File: src/rtl/datapath_pkg.sv
// Shared widths and reset constant for the single-bus datapath slice.
package datapath_pkg;

  localparam int unsigned DATA_WIDTH = 32;
  localparam int unsigned Z_WIDTH    = 2 * DATA_WIDTH;

  localparam logic [DATA_WIDTH-1:0] RESET_VAL = DATA_WIDTH'(32'h0);

endpackage

File: src/rtl/datapath_reg32.sv
// Load-enabled register with synchronous clear; the basic storage cell of the datapath.
module datapath_reg32
  import datapath_pkg::*;
#(
  parameter int unsigned WIDTH = DATA_WIDTH
) (
  input  logic             clock,
  input  logic             clear,
  input  logic             en_i,
  input  logic [WIDTH-1:0] d_i,
  output logic [WIDTH-1:0] q_o
);

  logic [WIDTH-1:0] q_q;
  logic [WIDTH-1:0] q_d;

  always_comb begin
    q_d = q_q;
    if (en_i) q_d = d_i;
  end

  always_ff @(posedge clock) begin
    if (clear) q_q <= WIDTH'(RESET_VAL);
    else       q_q <= q_d;
  end

  assign q_o = q_q;

endmodule

File: src/rtl/datapath.sv
// Single-bus 32-bit CPU datapath slice: strobe-driven bus mux, register file
// fragment, MDR, IR, Y/Z with a bitwise-AND ALU, and HI/LO result registers.
module datapath
  import datapath_pkg::*;
(
  input  logic                  clock,
  input  logic                  clear,
  input  logic [DATA_WIDTH-1:0] Mdatain,
  input  logic                  Read,
  input  logic                  MDRin,
  input  logic                  MDRout,
  input  logic                  R1in,
  input  logic                  R4in,
  input  logic                  R5in,
  input  logic                  R4out,
  input  logic                  R5out,
  input  logic                  Yin,
  input  logic                  IRin,
  input  logic                  AND,
  input  logic                  Zlowout,
  input  logic                  ZHighout,
  input  logic                  LOin,
  input  logic                  HIin,
  input  logic                  PCout,
  output logic [DATA_WIDTH-1:0] BusMuxOut,
  output logic [DATA_WIDTH-1:0] R1q,
  output logic [DATA_WIDTH-1:0] R4q,
  output logic [DATA_WIDTH-1:0] R5q,
  output logic [DATA_WIDTH-1:0] IRq,
  output logic [DATA_WIDTH-1:0] Yq,
  output logic [DATA_WIDTH-1:0] HIq,
  output logic [DATA_WIDTH-1:0] LOq,
  output logic [DATA_WIDTH-1:0] MDRq,
  output logic [Z_WIDTH-1:0]    Zq
);

  logic [DATA_WIDTH-1:0] pc_q;
  logic [DATA_WIDTH-1:0] mdr_d;
  logic [DATA_WIDTH-1:0] z_lo_d;
  logic [DATA_WIDTH-1:0] z_hi_d;

  // Priority bus mux; overlapping out-strobes resolve to the highest-priority source.
  always_comb begin
    BusMuxOut = DATA_WIDTH'(0);
    if (MDRout)        BusMuxOut = MDRq;
    else if (Zlowout)  BusMuxOut = Zq[DATA_WIDTH-1:0];
    else if (ZHighout) BusMuxOut = Zq[Z_WIDTH-1:DATA_WIDTH];
    else if (PCout)    BusMuxOut = pc_q;
    else if (R4out)    BusMuxOut = R4q;
    else if (R5out)    BusMuxOut = R5q;
  end

  always_comb begin
    mdr_d  = Read ? Mdatain : BusMuxOut;
    z_lo_d = Yq & BusMuxOut;
    z_hi_d = DATA_WIDTH'(0);
  end

  datapath_reg32 u_r1  (.clock(clock), .clear(clear), .en_i(R1in),  .d_i(BusMuxOut), .q_o(R1q));
  datapath_reg32 u_r4  (.clock(clock), .clear(clear), .en_i(R4in),  .d_i(BusMuxOut), .q_o(R4q));
  datapath_reg32 u_r5  (.clock(clock), .clear(clear), .en_i(R5in),  .d_i(BusMuxOut), .q_o(R5q));
  datapath_reg32 u_mdr (.clock(clock), .clear(clear), .en_i(MDRin), .d_i(mdr_d),     .q_o(MDRq));
  datapath_reg32 u_ir  (.clock(clock), .clear(clear), .en_i(IRin),  .d_i(BusMuxOut), .q_o(IRq));
  datapath_reg32 u_y   (.clock(clock), .clear(clear), .en_i(Yin),   .d_i(BusMuxOut), .q_o(Yq));
  datapath_reg32 u_hi  (.clock(clock), .clear(clear), .en_i(HIin),  .d_i(BusMuxOut), .q_o(HIq));
  datapath_reg32 u_lo  (.clock(clock), .clear(clear), .en_i(LOin),  .d_i(BusMuxOut), .q_o(LOq));

  // PC has no load path here; it only supplies its reset value to the bus.
  datapath_reg32 u_pc  (.clock(clock), .clear(clear), .en_i(1'b0),  .d_i(DATA_WIDTH'(0)), .q_o(pc_q));

  datapath_reg32 u_z_lo (.clock(clock), .clear(clear), .en_i(AND), .d_i(z_lo_d),
                         .q_o(Zq[DATA_WIDTH-1:0]));
  datapath_reg32 u_z_hi (.clock(clock), .clear(clear), .en_i(AND), .d_i(z_hi_d),
                         .q_o(Zq[Z_WIDTH-1:DATA_WIDTH]));

endmodule

File: config.mk
export PLATFORM = sky130hd
export DESIGN_NAME = datapath
export DESIGN_NICKNAME = d
export VERILOG_FILES = /design/src/rtl/datapath_pkg.sv /design/src/rtl/datapath_reg32.sv /design/src/rtl/datapath.sv
export SDC_FILE = /design/constraint.sdc
export NUM_CORES = 1
export LEC_CHECK = 0
export BUFFER_PORTS_ARGS = -buffer_cell sky130_fd_sc_hd__buf_2
export CORE_MARGIN = 2
export CORE_UTILIZATION = 44
export CTS_BUF_LIST = sky130_fd_sc_hd__clkbuf_2
export DETAILED_ROUTE_END_ITERATION = 12
export PLACE_DENSITY = 0.81
export REMOVE_ABC_BUFFERS = 1
export SLEW_MARGIN = 20
export SYNTH_ARGS = -nofsm -noshare
export SYNTH_HDL_FRONTEND = slang
export SYNTH_HIERARCHICAL = 1
export SYNTH_SLANG_ARGS = --single-unit
File: constraint.sdc
create_clock -name clock -period 1.95 [get_ports clock]
set_input_delay 0.2925 -clock clock [delete_from_list [all_inputs] [get_ports clock]]
set_output_delay 0.2925 -clock clock [all_outputs]
set_load 0.01 [all_outputs]
* After elaboration in Yosys (flattened, before gate mapping)
Cells that the tools add are included.
** Storage, ports and cells
- Bits in registers :: 288
- Bits of input ports :: 50
- Logic and storage cells :: 17
- Output and inout bits :: 352
** Operators by class
- Muxes and demuxes :: 7
- Bitwise logic cells :: 1
** Operator list (count)
- $mux 32 :: 7
- $and 32x32->32 :: 1

* Longest topological paths before layout
Gate-level depths: netlist (run 1).
- Depth after elaboration :: 7
- Mapped depth :: 9
- Mapped depth without buffers :: 6

* Cells and area by module
The synthesis (run 1) kept the hierarchy.
** By module, submodules not included
- datapath_reg32 :: area an instance 1163.6 µm², instances 11, cells each 103, sequential area each 640.6 µm²
- datapath :: area an instance 2250.9 µm², instances 1, cells each 271, sequential area each 0.0 µm²

* Worst setup path after synthesis (run 1)
OpenSTA, ideal clock, no wires.
- Path type :: input -> register
- From :: input port R4out
- To :: register u_mdr.q_q[0], in the netlist u_mdr/q_o[0]
- Buffers on the path :: 2
- Arrival :: 1.776 ns
- Library setup time :: 0.065 ns
- Stages on the path :: 8
- Path slack :: 0.109 ns
- Cell sequence :: buf_2 -> nor2b_1 -> buf_2 -> a221oi_1 -> o22ai_1 -> mux2_2 -> mux2i_1 -> nor2_1
** On the way
- Cells in the longest elaborated chain, start to end :: 6
** Ends and longest elaborated chain
- from (decl) :: line datapath.sv:15 : input logic R4out,
- $mux 32 :: line datapath.sv:49 : else if (R4out) BusMuxOut = R4q;
- $mux 32 :: line datapath.sv:48 : else if (PCout) BusMuxOut = pc_q;
- $mux 32 :: line datapath.sv:47 : else if (ZHighout) BusMuxOut = Zq[Z_WIDTH-1:DATA_WIDTH];
- $mux 32 :: line datapath.sv:46 : else if (Zlowout) BusMuxOut = Zq[DATA_WIDTH-1:0];
- $mux 32 :: line datapath.sv:45 : if (MDRout) BusMuxOut = MDRq;
- via BusMuxOut[0] :: line datapath.sv:25 : output logic [DATA_WIDTH-1:0] BusMuxOut,
- $mux 32 :: line datapath.sv:54 : mdr_d = Read ? Mdatain : BusMuxOut;
- via mdr_d[0] :: line datapath.sv:38 : logic [DATA_WIDTH-1:0] mdr_d;
- to (signal assigned) :: line datapath_reg32.sv:23 : if (clear) q_q <= WIDTH'(RESET_VAL);
- to (signal assigned) :: line datapath_reg32.sv:24 : else q_q <= q_d;
- to (decl) :: line datapath_reg32.sv:14 : logic [WIDTH-1:0] q_q;
The timed path passes the listed nets, and every way through them passes these cells.
A chain may end at the register's enable or synchronous reset.

* Worst setup path after layout (run 1)
- From :: register u_r4.q_q[28], in the netlist u_r4/q_o[28]
- To :: output port BusMuxOut[28]
** On the way
- Cells in the longest elaborated chain, start to end :: 5
** Ends and longest elaborated chain (line)
- from (decl) :: datapath_reg32.sv:14
- from (signal assigned) :: datapath_reg32.sv:23
- from (signal assigned) :: datapath_reg32.sv:24
- $mux 32 :: datapath.sv:49
- $mux 32 :: datapath.sv:48
- $mux 32 :: datapath.sv:47
- $mux 32 :: datapath.sv:46
- $mux 32 :: datapath.sv:45
- to (decl) :: datapath.sv:25
No other way between the ends.

==> results of run 1 <==
## report_power, final
| group | internal (uW) | switching (uW) | leakage [uW] |
|---|---|---|---|
| Clock | 1770 | 3040 | 0.000587 |
| Combinational | 1480 | 1760 | 0.00698 |
| Sequential | 7590 | 317 | 0.00293 |
| Total | 10800 | 5120 | 0.0105 |
## stage by stage
stage               setup slack (ns)  cell area (um2)  utilization, %  instances
floorplan                    -0.5672            14180               -       1352
CTS                          -0.4185            20390           60.67       2566
detailed placement          -0.07181            17770           52.87       2285
finish                       -0.3785            20890           62.14       2574
global placement            -0.03979            17770           52.87       2285
global route                 -0.4860            20890           62.14       2573
## worst paths after layout
kind                      start       endpoint  slack (ns)  cells past startpoint
hold / removal         ZHighout   u_r1/q_o[15]        0.13                      7
hold reg to reg    u_lo/q_o[31]   u_lo/q_o[31]        0.50                      2
setup / recovery   u_r4/q_o[28]  BusMuxOut[28]       -0.38                      4
setup reg to reg  u_z_lo/q_o[2]   u_mdr/q_o[2]        0.16                      8
## sequential cells by signal (all words and copies together) (netlist names)
register and flops:
u_pc/q_o 32, u_lo/q_o 32, u_ir/q_o 32, u_r5/q_o 32, u_z_lo/q_o 32, u_y/q_o 32
u_z_hi/q_o 32, u_hi/q_o 32, u_r4/q_o 32, u_r1/q_o 32, u_mdr/q_o 32
## final cells by class
| cell class | count | share of cell area (%) |
|---|---|---|
| Clock inverter | 21 | 0.3893 |
| Inverter | 2 | 0.03594 |
| Tap cell | 448 | 2.683 |
| Multi-Input combinational cell | 998 | 37.06 |
| Antenna cell | 2 | 0.02396 |
| Clock buffer | 131 | 3.138 |
| Timing Repair Buffer | 620 | 22.14 |
| Sequential cell | 352 | 34.54 |
## kinds of logic after synthesis
group	after synthesis	synth area share, %
buf+inv	118	7.457
compound gates	128	8.164
other cells	1	0.02492
mux	384	25.80
flops	352	46.82
simple gates	421	11.73
## worst min-delay path, stage by stage
cell                       delay [ns]
sky130_fd_sc_hd__buf_2           0.12
sky130_fd_sc_hd__nor2_4          0.07
sky130_fd_sc_hd__o221ai_2        0.08
sky130_fd_sc_hd__o22ai_2         0.12
sky130_fd_sc_hd__buf_4           0.18
sky130_fd_sc_hd__mux2i_1         0.14
sky130_fd_sc_hd__nor2_1          0.05
## Yosys cell counts (30+ instances only)
cell                         n  area (um2)
sky130_fd_sc_hd__dfxtp_1   352        7047
sky130_fd_sc_hd__mux2i_1   352        3523
sky130_fd_sc_hd__nor2_1    352        1321
sky130_fd_sc_hd__clkbuf_1   45       168.9
sky130_fd_sc_hd__nor2b_1    35       219.0
sky130_fd_sc_hd__a221oi_1   34       297.8
sky130_fd_sc_hd__buf_12     33       660.6
sky130_fd_sc_hd__and2_1     32       200.2
sky130_fd_sc_hd__mux2_2     32       360.4
sky130_fd_sc_hd__o221ai_1   32       280.3
sky130_fd_sc_hd__o22ai_1    32       200.2
sky130_fd_sc_hd__a221oi_2   30       450.4
## repair_timing
action	CTS	global route
resized for setup	203	111
buffers inserted	80	23
endpoints found under the hold margin	352	0
endpoints found under the setup margin	44	80
pin swaps	81	61
hold buffers	49	0
## metal layers
layer | vias to the layer above | track usage (%)
met1 | 6780 | 31.62
met4 | 0 | 14.93
li1 | 6230 | -
met5 | - | 0
met2 | 817 | 46.97
met3 | 217 | 7.581
==> insert_results.sql, run 1 <==
INSERT INTO impl_metrics (metric_group, metric, value, unit) VALUES
('drt', 'dr_wl_met3', '4326', 'um'),
('logic_synthesis', 'yosys_most_used_dff', 'sky130_fd_sc_hd__dfxtp_1', ''),
('die', 'floorplan.initialDensity', '44.77', '%'),
('global_route', 'gr-total-overflow', '0', ''),
('logic_synthesis', 'synth_sequential_area_ratio', '46.82', '%'),
('sta', 'finalSetupViolations', '33', ''),
('finish', 'seq_area', '0.007214', 'mm2'),
('global_route', 'grt_pass1_vias', '14270', ''),
('sta', 'worst_hold_slack', '0.1342', 'ns'),
('logic_synthesis', 'synth.cell_area', '0.01505', 'mm2'),
('global_route', 'largest_net_degree_at_the_start_of_global_routing', '69', ''),
('die', 'core_area', '0.03362', 'mm2'),
('place', 'dpl.hpwl', '30780', 'um'),
('drt', 'detail_route.iter0.violations', '884', ''),
('clocking', 'ctsRootBufferMaster', 'sky130_fd_sc_hd__clkbuf_2', ''),
('global_route', 'track_usage', '27.67', '%'),
('global_route', 'global_route_wire_length_before_repair', '78170', 'um'),
('sta', 'finalHoldViolations', '0', ''),
('setup_path', 'timing.critical_path.slowest_cell_delay', '0.38', 'ns'),
('global_route', 'grt_antenna_before_repair', '1', ''),
('finish', 'layout.filler_cells', '2568', ''),
('power_and_ir_drop', 'vdd_ir_drop_max', '0.5034', 'mV'),
('setup_path', 'worst-setup-path-type', 'reg2out', ''),
('setup_path', 'worst-endpoint-arrival', '2.04', 'ns'),
('power_and_ir_drop', 'cellLeakagePower', '0.01050', 'uW'),
('drt', 'drc', '0', ''),
('setup_path', 'timing.critical_path.buf_inv', '2', ''),
('finish', 'final_net_count', '2113', ''),
('die', 'die_y', '189.0', 'um'),
('setup_path', 'crit_fanout', '2', ''),
('die', 'placement_row_count', '67', ''),
('drt', 'drt-met1-wl', '20100', 'um'),
('outcome', 'violations', 'negative setup slack', ''),
('flow_run', 'max-cap-violations', '0', ''),
('sta', 'worst-slew-pin-transition', '0.5383', 'ns'),
('power_and_ir_drop', 'power.density', '763.7', 'mW/mm2'),
('setup_path', 'timing.critical_path.from_type', 'flip-flop', ''),
('setup_path', 'worst_path_dominant_cell_family', 'compound AO/OA/AOI/OAI gates', ''),
('clocking', 'cts_tree', 'done', ''),
('sta', 'timing.max_slew.rel_slack', '64.11', '%'),
('drt', 'drt_pass1_iterations', '5', ''),
('outcome', 'outcome', 'finished, violations left', ''),
('logic_synthesis', 'synth.avg_cell_area', '10.72', 'um2'),
('logic_synthesis', 'yosys_warnings', '6', ''),
('finish', 'final_layout_size_suffix_gt1_share', '44.59', '%'),
('logic_synthesis', 'synthesis.instances', '1404', ''),
('logic_synthesis', 'number_of_flops_mapped_to_enable_cells_by_yosys', '0', ''),
('finish', 'multi_input_area', '0.007741', 'mm2'),
('setup_path', 'critical_path.slowest_cell', 'sky130_fd_sc_hd__dfxtp_4', ''),
('finish', 'area_growth_syn_to_layout', '38.80', '%'),
('sta', 'final.setup.tns', '-8.116', 'ns'),
('place', 'gp_routability_congestion', '0.8222', ''),
('drt', 'top_signal_layer_used', 'met4', ''),
('sta', 'crit_path_setup_slack_layout', '-0.3785', 'ns'),
('sta', 'grt_setup_unrepaired', 'true', ''),
('logic_synthesis', 'synth-seq-cells', '352', ''),
('die', 'die_area', '0.03570', 'mm2'),
('drt', 'routed_wl', '52820', 'um'),
('sta', 'timing.final.max_slew_violations', '0', ''),
('drt', 'drt-vias-per-instance', '5.456', ''),
('finish', 'final_cell_mix', '352 x sky130_fd_sc_hd__mux2i_1, 352 x sky130_fd_sc_hd__nor2_1, 342 x sky130_fd_sc_hd__buf_2', ''),
('place', 'numPortBuffers', '401', ''),
('power_and_ir_drop', 'power.total', '15950', 'uW'),
('clocking', 'clock_insertion_delay_worst_skew', '0.98', 'ns'),
('worst_hold_path', 'worst_hold_path_type', 'in2reg', ''),
('clocking', 'numCtsBuffers', '89', ''),
('setup_path', 'path_cells', 'a221oi_2 > o22ai_1 > buf_4 > buf_6', ''),
('sta', 'maxClockFrequency', '429.5', 'MHz'),
('sta', 'clock_skew', '0.06360', 'ns'),
('drt', 'routed-wl-met2', '25830', 'um'),
('sta', 'period_minus_slack', '2.329', 'ns');
Note: power is estimated with default switching activity, not from simulation.
==> run 2, diff against run 1 <==
--- a/config.mk
+++ b/config.mk
@@ -6,7 +6,6 @@
 export NUM_CORES = 1
 export LEC_CHECK = 0
 export BUFFER_PORTS_ARGS = -buffer_cell sky130_fd_sc_hd__buf_2
-export CORE_MARGIN = 2
 export CORE_UTILIZATION = 44
 export CTS_BUF_LIST = sky130_fd_sc_hd__clkbuf_2
 export DETAILED_ROUTE_END_ITERATION = 12
@@ -17,3 +16,4 @@
 export SYNTH_HDL_FRONTEND = slang
 export SYNTH_HIERARCHICAL = 1
 export SYNTH_SLANG_ARGS = --single-unit
+export TNS_END_PERCENT = 30
==> run 2 against run 1 <==
The flow still finishes with violations (negative setup slack). Clock power down 3%. Clock-buffer cell count down 4. Hold slack better by 0.050 ns. Total power down 1.0%. Cell count down 0.43%. Sequential share of layout area up 0.71 points. Flip-flop and latch count unchanged. Sequential power about the same. Clock skew down 0.022 ns. First-iteration DRC count up 12%. Fmax up 1.0%.
==> insert_results.sql, run 2 (synthesized netlist as in run 1, its figures left out) <==
INSERT INTO impl_metrics (metric_group, metric, value, unit) VALUES
('die', 'placement_row_count', '67', ''),
('clocking', 'cts_tree', 'done', ''),
('die', 'die_x', '187.0', 'um'),
('flow_run', 'max-cap-violations', '0', ''),
('setup_path', 'worst-setup-path-type', 'reg2out', ''),
('die', 'die_area', '0.03495', 'mm2'),
('sta', 'period_minus_slack', '2.304', 'ns'),
('place', 'gp_routability_congestion', '0.8062', ''),
('setup_path', 'regToRegEndpoint', 'u_mdr/q_o[6]', ''),
('setup_path', 'cp-end-kind', 'primary output', ''),
('sta', 'worst-slew-pin-transition', '0.5425', 'ns'),
('die', 'io-pin-count', '402', ''),
('drt', 'drt_pass1_iterations', '5', ''),
('power_and_ir_drop', 'combinationalPowerShare', '20.2', '%'),
('power_and_ir_drop', 'internal-power', '10780', 'uW'),
('drt', 'ant_nets', '0', ''),
('die', 'die_y', '187.0', 'um'),
('sta', 'timing.final.max_slew_violations', '0', ''),
('outcome', 'outcome', 'finished, violations left', ''),
('setup_path', 'critical_path_required', '1.66', 'ns'),
('sta', 'crit_path_setup_slack_layout', '-0.3544', 'ns'),
('power_and_ir_drop', 'net-switching-power', '5013', 'uW'),
('clocking', 'ctsRootBufferMaster', 'sky130_fd_sc_hd__clkbuf_2', ''),
('global_route', 'grt_pass1_vias', '14280', ''),
('clocking', 'htreeDepth', '3', ''),
('drt', 'drc', '0', ''),
('global_route', 'largest_net_degree_at_the_start_of_global_routing', '67', ''),
('sta', 'finalSetupViolations', '32', ''),
('drt', 'routed_wl', '52110', 'um'),
('setup_path', 'timing.reg2reg.worst_path_depth', '7', ''),
('worst_hold_path', 'timing.hold.worst_path_depth', '7', ''),
('sta', 'clock_skew', '0.04151', 'ns'),
('setup_path', 'worst-endpoint-arrival', '2.01', 'ns'),
('drt', 'drt-vias-per-instance', '5.429', ''),
('clocking', 'numCtsBuffers', '90', ''),
('drt', 'vias', '13920', ''),
('die', 'floorplan.initialDensity', '44.77', '%'),
('place', 'dpl.hpwl', '31140', 'um'),
('setup_path', 'critical_path.slowest_cell', 'sky130_fd_sc_hd__dfxtp_2', ''),
('setup_path', 'timing.critical_path.slowest_cell_delay', '0.36', 'ns'),
('finish', 'final_net_count', '2114', ''),
('worst_hold_path', 'worst_hold_path.endpoint', 'u_r4/q_o[30]', ''),
('clocking', 'cts.sink_count', '352', ''),
('power_and_ir_drop', 'power.share.sequential', '50.1', '%'),
('setup_path', 'crit_fanout', '4', ''),
('drt', 'detail_route.iter0.violations', '992', ''),
('finish', 'layout.filler_cells', '2619', ''),
('worst_hold_path', 'worst_hold_path_type', 'in2reg', ''),
('finish', 'final_cells', '2563', ''),
('sta', 'timing.max_slew.rel_slack', '63.83', '%'),
('global_route', 'gr-total-overflow', '0', ''),
('setup_path', 'timing.critical_path.from_type', 'flip-flop', ''),
('power_and_ir_drop', 'vdd_ir_drop_max', '0.5544', 'mV'),
('sta', 'fraction_of_the_cycle_the_final_worst_path_needs', '118.2', '%'),
('die', 'core_area', '0.03362', 'mm2'),
('power_and_ir_drop', 'cellLeakagePower', '0.01043', 'uW'),
('outcome', 'violations', 'negative setup slack', ''),
('clocking', 'buffer_depth_of_the_longest_clock_path', '3', ''),
('drt', 'post_dr_wirelength_cell', '20.33', 'um'),
('sta', 'worst_hold_slack', '0.1838', 'ns'),
('power_and_ir_drop', 'power.density', '773.8', 'mW/mm2'),
('power_and_ir_drop', 'sw_frac_of_total', '31.74', '%'),
('finish', 'postLayoutCoreUtil', '60.72', '%'),
('power_and_ir_drop', 'power.clock.fraction', '29.7', '%'),
('place', 'place_worst_setup_slack', '0.005489', 'ns'),
('worst_hold_path', 'hp-start', 'R5out', ''),
('global_route', 'global_route_wire_length_before_repair', '78080', 'um'),
('finish', 'final_cell_mix', '359 x sky130_fd_sc_hd__buf_2, 352 x sky130_fd_sc_hd__mux2i_1, 352 x sky130_fd_sc_hd__nor2_1', ''),
('sta', 'grt_setup_unrepaired', 'true', ''),
('place', 'numPortBuffers', '401', ''),
('global_route', 'grt_antenna_before_repair', '1', ''),
('finish', 'area_growth_syn_to_layout', '35.61', '%'),
('setup_path', 'path_cells', 'a221oi_2 > o22ai_1 > buf_4 > buf_6', ''),
('place', 'place.detailed.instances', '2318', ''),
('sta', 'finalHoldViolations', '0', ''),
('setup_path', 'regToRegSetupSlack', '0.01', 'ns'),
('setup_path', 'worst_r2r_startpoint', 'u_z_lo/q_o[6]', ''),
('finish', 'leading_cell_type_in_the_layout_fill_and_taps_excluded', 'sky130_fd_sc_hd__buf_2', ''),
('sta', 'maxClockFrequency', '433.9', 'MHz'),
('clocking', 'cts.clk_slew.worst_paths', '0.11', 'ns'),
('clocking', 'clock_insertion_delay_worst_skew', '0.96', 'ns'),
('finish', 'final_layout_size_suffix_gt1_share', '43.47', '%'),
('global_route', 'track_usage', '28.34', '%');
[run 2: cell count changes in the layout (fill, tap and decap cells not counted), sizes merged]
| cell | change |
|---|---|
| clkinv | -7 |
| buf | -3 |
| inv | +1 |
| diode | -1 |
| dlymetal6s4s | +3 |
| clkbuf | -4 |
[run 2: layer usage]
layer / vias to the layer above / share of wire [%] / global-route usage [%]
met5: - / 0 / 0
met4: 0 / 5.1 / 18.32
met3: 211 / 9.1 / 7.430
met2: 872 / 48 / 47.62
li1: 6221 / - / -
met1: 6611 / 38 / 31.85
[run 2: worst max-delay path by stage]
stage	from	end	slack, ns	cells after the start
detailed placement	Zlowout	u_mdr/q_o[21]	0.005	9
CTS	u_z_lo/q_o[3]	BusMuxOut[3]	-0.45	4
global placement	Zlowout	u_mdr/q_o[22]	0.01	9
finish	u_z_lo/q_o[26]	BusMuxOut[26]	-0.35	4
global route	u_z_lo/q_o[26]	BusMuxOut[26]	-0.51	4
floorplan	R5out	u_mdr/q_o[0]	-0.57	6
[run 2: cell type report]
cell class	instances	area [um2]	share of cell area, %
Multi-Input combinational cell	998	7490	36.69
Sequential cell	352	7194	35.25
Timing Repair Buffer	620	4462	21.86
Clock buffer	127	635.6	3.114
Tap cell	448	560.5	2.746
Clock inverter	15	58.81	0.2881
Inverter	2	7.507	0.03678
Antenna cell	1	2.502	0.01226
[run 2: what timing repair did]
item	CTS	global route
hold buffers	48	0
buffers inserted	41	25
gates resized for setup	167	56
hold endpoints to repair	352	0
pin swaps	71	39
endpoints found under the setup margin	40	62
[run 2: power by group through the flow]
stage	clock network [uW]	registers [uW]	logic [uW]
3_5_place_dp	0	8050	2730
2_1_floorplan	0	8160	1040
5_1_grt	5220	7960	3360
4_1_cts	4760	7900	3000
6_report	4680	7920	3190
3_3_place_gp	0	8020	2650
[run 2: worst max-delay path, delay by kind of cell, from the launching register on]
family,cells,cell delay [ns]
buffers and inverters,2,0.30
AOI/OAI and AO/OA,2,0.41
DFF,1,0.36
[run 2: through the flow]
stage | cell area (um2) | setup TNS, ns | power [uW]
6_report | 20410 | -8.013 | 15790
5_1_grt | 20410 | -13.68 | 16540
4_1_cts | 20060 | -12.29 | 15660
3_5_place_dp | 18020 | 0 | 10770
3_3_place_gp | 18020 | 0 | 10670
2_1_floorplan | 14180 | -132.73 | 9204
==> run 3, diff against run 2 <==
--- a/config.mk
+++ b/config.mk
@@ -6,6 +6,7 @@
 export NUM_CORES = 1
 export LEC_CHECK = 0
 export BUFFER_PORTS_ARGS = -buffer_cell sky130_fd_sc_hd__buf_2
+export CAP_MARGIN = 25
 export CORE_UTILIZATION = 44
 export CTS_BUF_LIST = sky130_fd_sc_hd__clkbuf_2
 export DETAILED_ROUTE_END_ITERATION = 12
==> constraint.sdc (replaced) <==
create_clock -name clock -period 1.95 [get_ports clock]
set_input_delay 0.2925 -clock clock [delete_from_list [all_inputs] [get_ports clock]]
set_output_delay 0.2925 -clock clock [all_outputs]
set_load 0.005 [all_outputs]
==> run 3 against run 2 <==
The flow still finishes with violations (negative setup slack). Die area stayed put. Total power up 0.81%. Largest cell class unchanged. Largest power group unchanged. Wire length down 2.7%. Clock power increased by 7.3%. Utilization is 0.50 points higher. Cell area is 0.82% higher. Clock-buffer cell count decreased by 12. First-iteration DRC count fell by 8.4%. Sequential power is essentially flat.
==> insert_results.sql, run 3 (synthesized netlist as in run 1, its figures left out) <==
INSERT INTO impl_metrics (metric_group, metric, value, unit) VALUES
('clocking', 'buffer_depth_of_the_longest_clock_path', '3', ''),
('setup_path', 'worst-setup-path-type', 'reg2out', ''),
('sta', 'period_minus_slack', '2.328', 'ns'),
('drt', 'ant_nets', '0', ''),
('global_route', 'grt_antenna_before_repair', '3', ''),
('clocking', 'cts_tree', 'done', ''),
('die', 'core_area', '0.03362', 'mm2'),
('finish', 'final_cell_mix', '352 x sky130_fd_sc_hd__buf_2, 352 x sky130_fd_sc_hd__mux2i_1, 352 x sky130_fd_sc_hd__nor2_1', ''),
('place', 'numPortBuffers', '401', ''),
('setup_path', 'worst-endpoint-arrival', '2.04', 'ns'),
('finish', 'postLayoutCoreUtil', '61.22', '%'),
('global_route', 'gr-total-overflow', '0', ''),
('outcome', 'outcome', 'finished, violations left', ''),
('setup_path', 'critical_path.slowest_cell', 'sky130_fd_sc_hd__dfxtp_4', ''),
('global_route', 'grt_pass1_vias', '13490', ''),
('power_and_ir_drop', 'cellLeakagePower', '0.01038', 'uW'),
('power_and_ir_drop', 'power.density', '773.7', 'mW/mm2'),
('sta', 'clock_skew', '0.05811', 'ns'),
('clocking', 'htreeDepth', '3', ''),
('sta', 'timing.max_slew.rel_slack', '63.30', '%'),
('die', 'floorplan.initialDensity', '44.77', '%'),
('sta', 'fraction_of_the_cycle_the_final_worst_path_needs', '119.4', '%'),
('die', 'die_y', '187.0', 'um'),
('drt', 'drt-vias-per-instance', '5.300', ''),
('worst_hold_path', 'worst_hold_path_type', 'in2reg', ''),
('clocking', 'clock_insertion_delay_worst_skew', '1.01', 'ns'),
('sta', 'worst-slew-pin-transition', '0.5505', 'ns'),
('sta', 'maxClockFrequency', '429.5', 'MHz'),
('flow_run', 'max-cap-violations', '0', ''),
('setup_path', 'timing.critical_path.from_type', 'flip-flop', ''),
('power_and_ir_drop', 'vdd_ir_drop_max', '0.5551', 'mV'),
('setup_path', 'cp-end-kind', 'primary output', ''),
('global_route', 'track_usage', '27.11', '%'),
('clocking', 'numCtsBuffers', '89', ''),
('finish', 'final_net_count', '2104', ''),
('place', 'dpl.hpwl', '30000', 'um'),
('sta', 'finalHoldViolations', '0', ''),
('drt', 'routed_wl', '50690', 'um'),
('drt', 'drc', '0', ''),
('sta', 'timing.final.max_slew_violations', '0', ''),
('outcome', 'violations', 'negative setup slack', ''),
('setup_path', 'path_cells', 'a221oi_2 > o22ai_1 > buf_4 > buf_6', ''),
('clocking', 'ctsRootBufferMaster', 'sky130_fd_sc_hd__clkbuf_2', ''),
('clocking', 'cts.sink_count', '352', ''),
('drt', 'drt_pass1_iterations', '6', ''),
('finish', 'final_layout_size_suffix_gt1_share', '43.14', '%'),
('finish', 'area_growth_syn_to_layout', '36.73', '%'),
('sta', 'finalSetupViolations', '32', ''),
('setup_path', 'critical_path_required', '1.66', 'ns'),
('global_route', 'largest_net_degree_at_the_start_of_global_routing', '69', ''),
('drt', 'detail_route.iter0.violations', '909', ''),
('die', 'die_area', '0.03495', 'mm2'),
('sta', 'grt_setup_unrepaired', 'true', ''),
('die', 'placement_row_count', '67', ''),
('sta', 'worst_hold_slack', '0.09999', 'ns'),
('die', 'die_x', '187.0', 'um'),
('die', 'io-pin-count', '402', ''),
('global_route', 'global_route_wire_length_before_repair', '74600', 'um'),
('sta', 'final.setup.tns', '-9.131', 'ns'),
('drt', 'vias', '13560', ''),
('place', 'gp_routability_congestion', '0.8148', ''),
('setup_path', 'crit_fanout', '7', ''),
('setup_path', 'timing.critical_path.slowest_cell_delay', '0.38', 'ns'),
('clocking', 'cts.clk_slew.worst_paths', '0.11', 'ns'),
('drt', 'post_dr_wirelength_cell', '19.81', 'um'),
('sta', 'crit_path_setup_slack_layout', '-0.3781', 'ns');
run 3: changes by cell type in the layout (fill, tap and decap cells not counted), sizes merged, moves of 2 or more:
| cell | previous run | this run |
|---|---|---|
| bufinv | 0 | 3 |
| diode | 1 | 6 |
| inv | 5 | 3 |
| clkbuf | 127 | 115 |
| dlymetal6s4s | 3 | 0 |
| dlygate4sd3 | 45 | 49 |
| clkinv | 12 | 22 |
| buf | 572 | 562 |
run 3: worst paths after layout:
path	startpoint	slack [ns]	to	cells after the start
max	u_z_lo/q_o[17]	-0.38	BusMuxOut[17]	4
max reg2reg	u_z_lo/q_o[18]	0.02	u_mdr/q_o[18]	6
min	ZHighout	0.1	u_z_lo/q_o[28]	7
min reg2reg	u_r1/q_o[2]	0.50	u_r1/q_o[2]	2
run 3: area by class of cell:
class                           count  area [um2]
Antenna cell                        6       15.01
Sequential cell                   352        7216
Inverter                            2       7.507
Fill cell                        2605       13040
Clock buffer                      115       575.6
Tap cell                          448       560.5
Timing Repair Buffer              611        4449
Clock inverter                     27       186.4
Multi-Input combinational cell    998        7569
run 3: metrics by stage:
stage,worst slack (ns),cells,instance area (um2),power (uW)
3_3_place_gp,0.01200,2291,17790,10410
3_5_place_dp,0.01570,2291,17790,10510
6_report,-0.3781,2559,20580,15920
5_1_grt,-0.5592,2559,20580,16660
2_1_floorplan,-0.4798,1352,14180,9044
4_1_cts,-0.4510,2523,19920,15780
run 3: layer usage:
layer  global-route usage, %  vias up  wire [um]
met2                   44.92      668      24550
met4                   14.56        0       2163
met1                   31.20     6541      20070
li1                        -     6201          -
met5                       0        -          0
met3                   8.518      153       3908
run 3: report_power, final:
group          total [uW]  switching [uW]  internal [uW]
Clock                5020            3040           1980
Sequential           7900             310           7590
Combinational        3000            1540           1460
run 3: worst max-delay path: cells and delay by family, from the launching register on:
kind / cells / cell delay, ns
flip-flops: 1 / 0.38
AO/OA/AOI/OAI: 2 / 0.38
buffers and inverters: 2 / 0.29
run 3: repair_timing:
action	in CTS	in global routing
buffers inserted	42	37
endpoints found under the hold margin	352	0
endpoints found under the setup margin	41	77
resized for setup	150	104
pin swaps	65	48
hold buffers	49	0
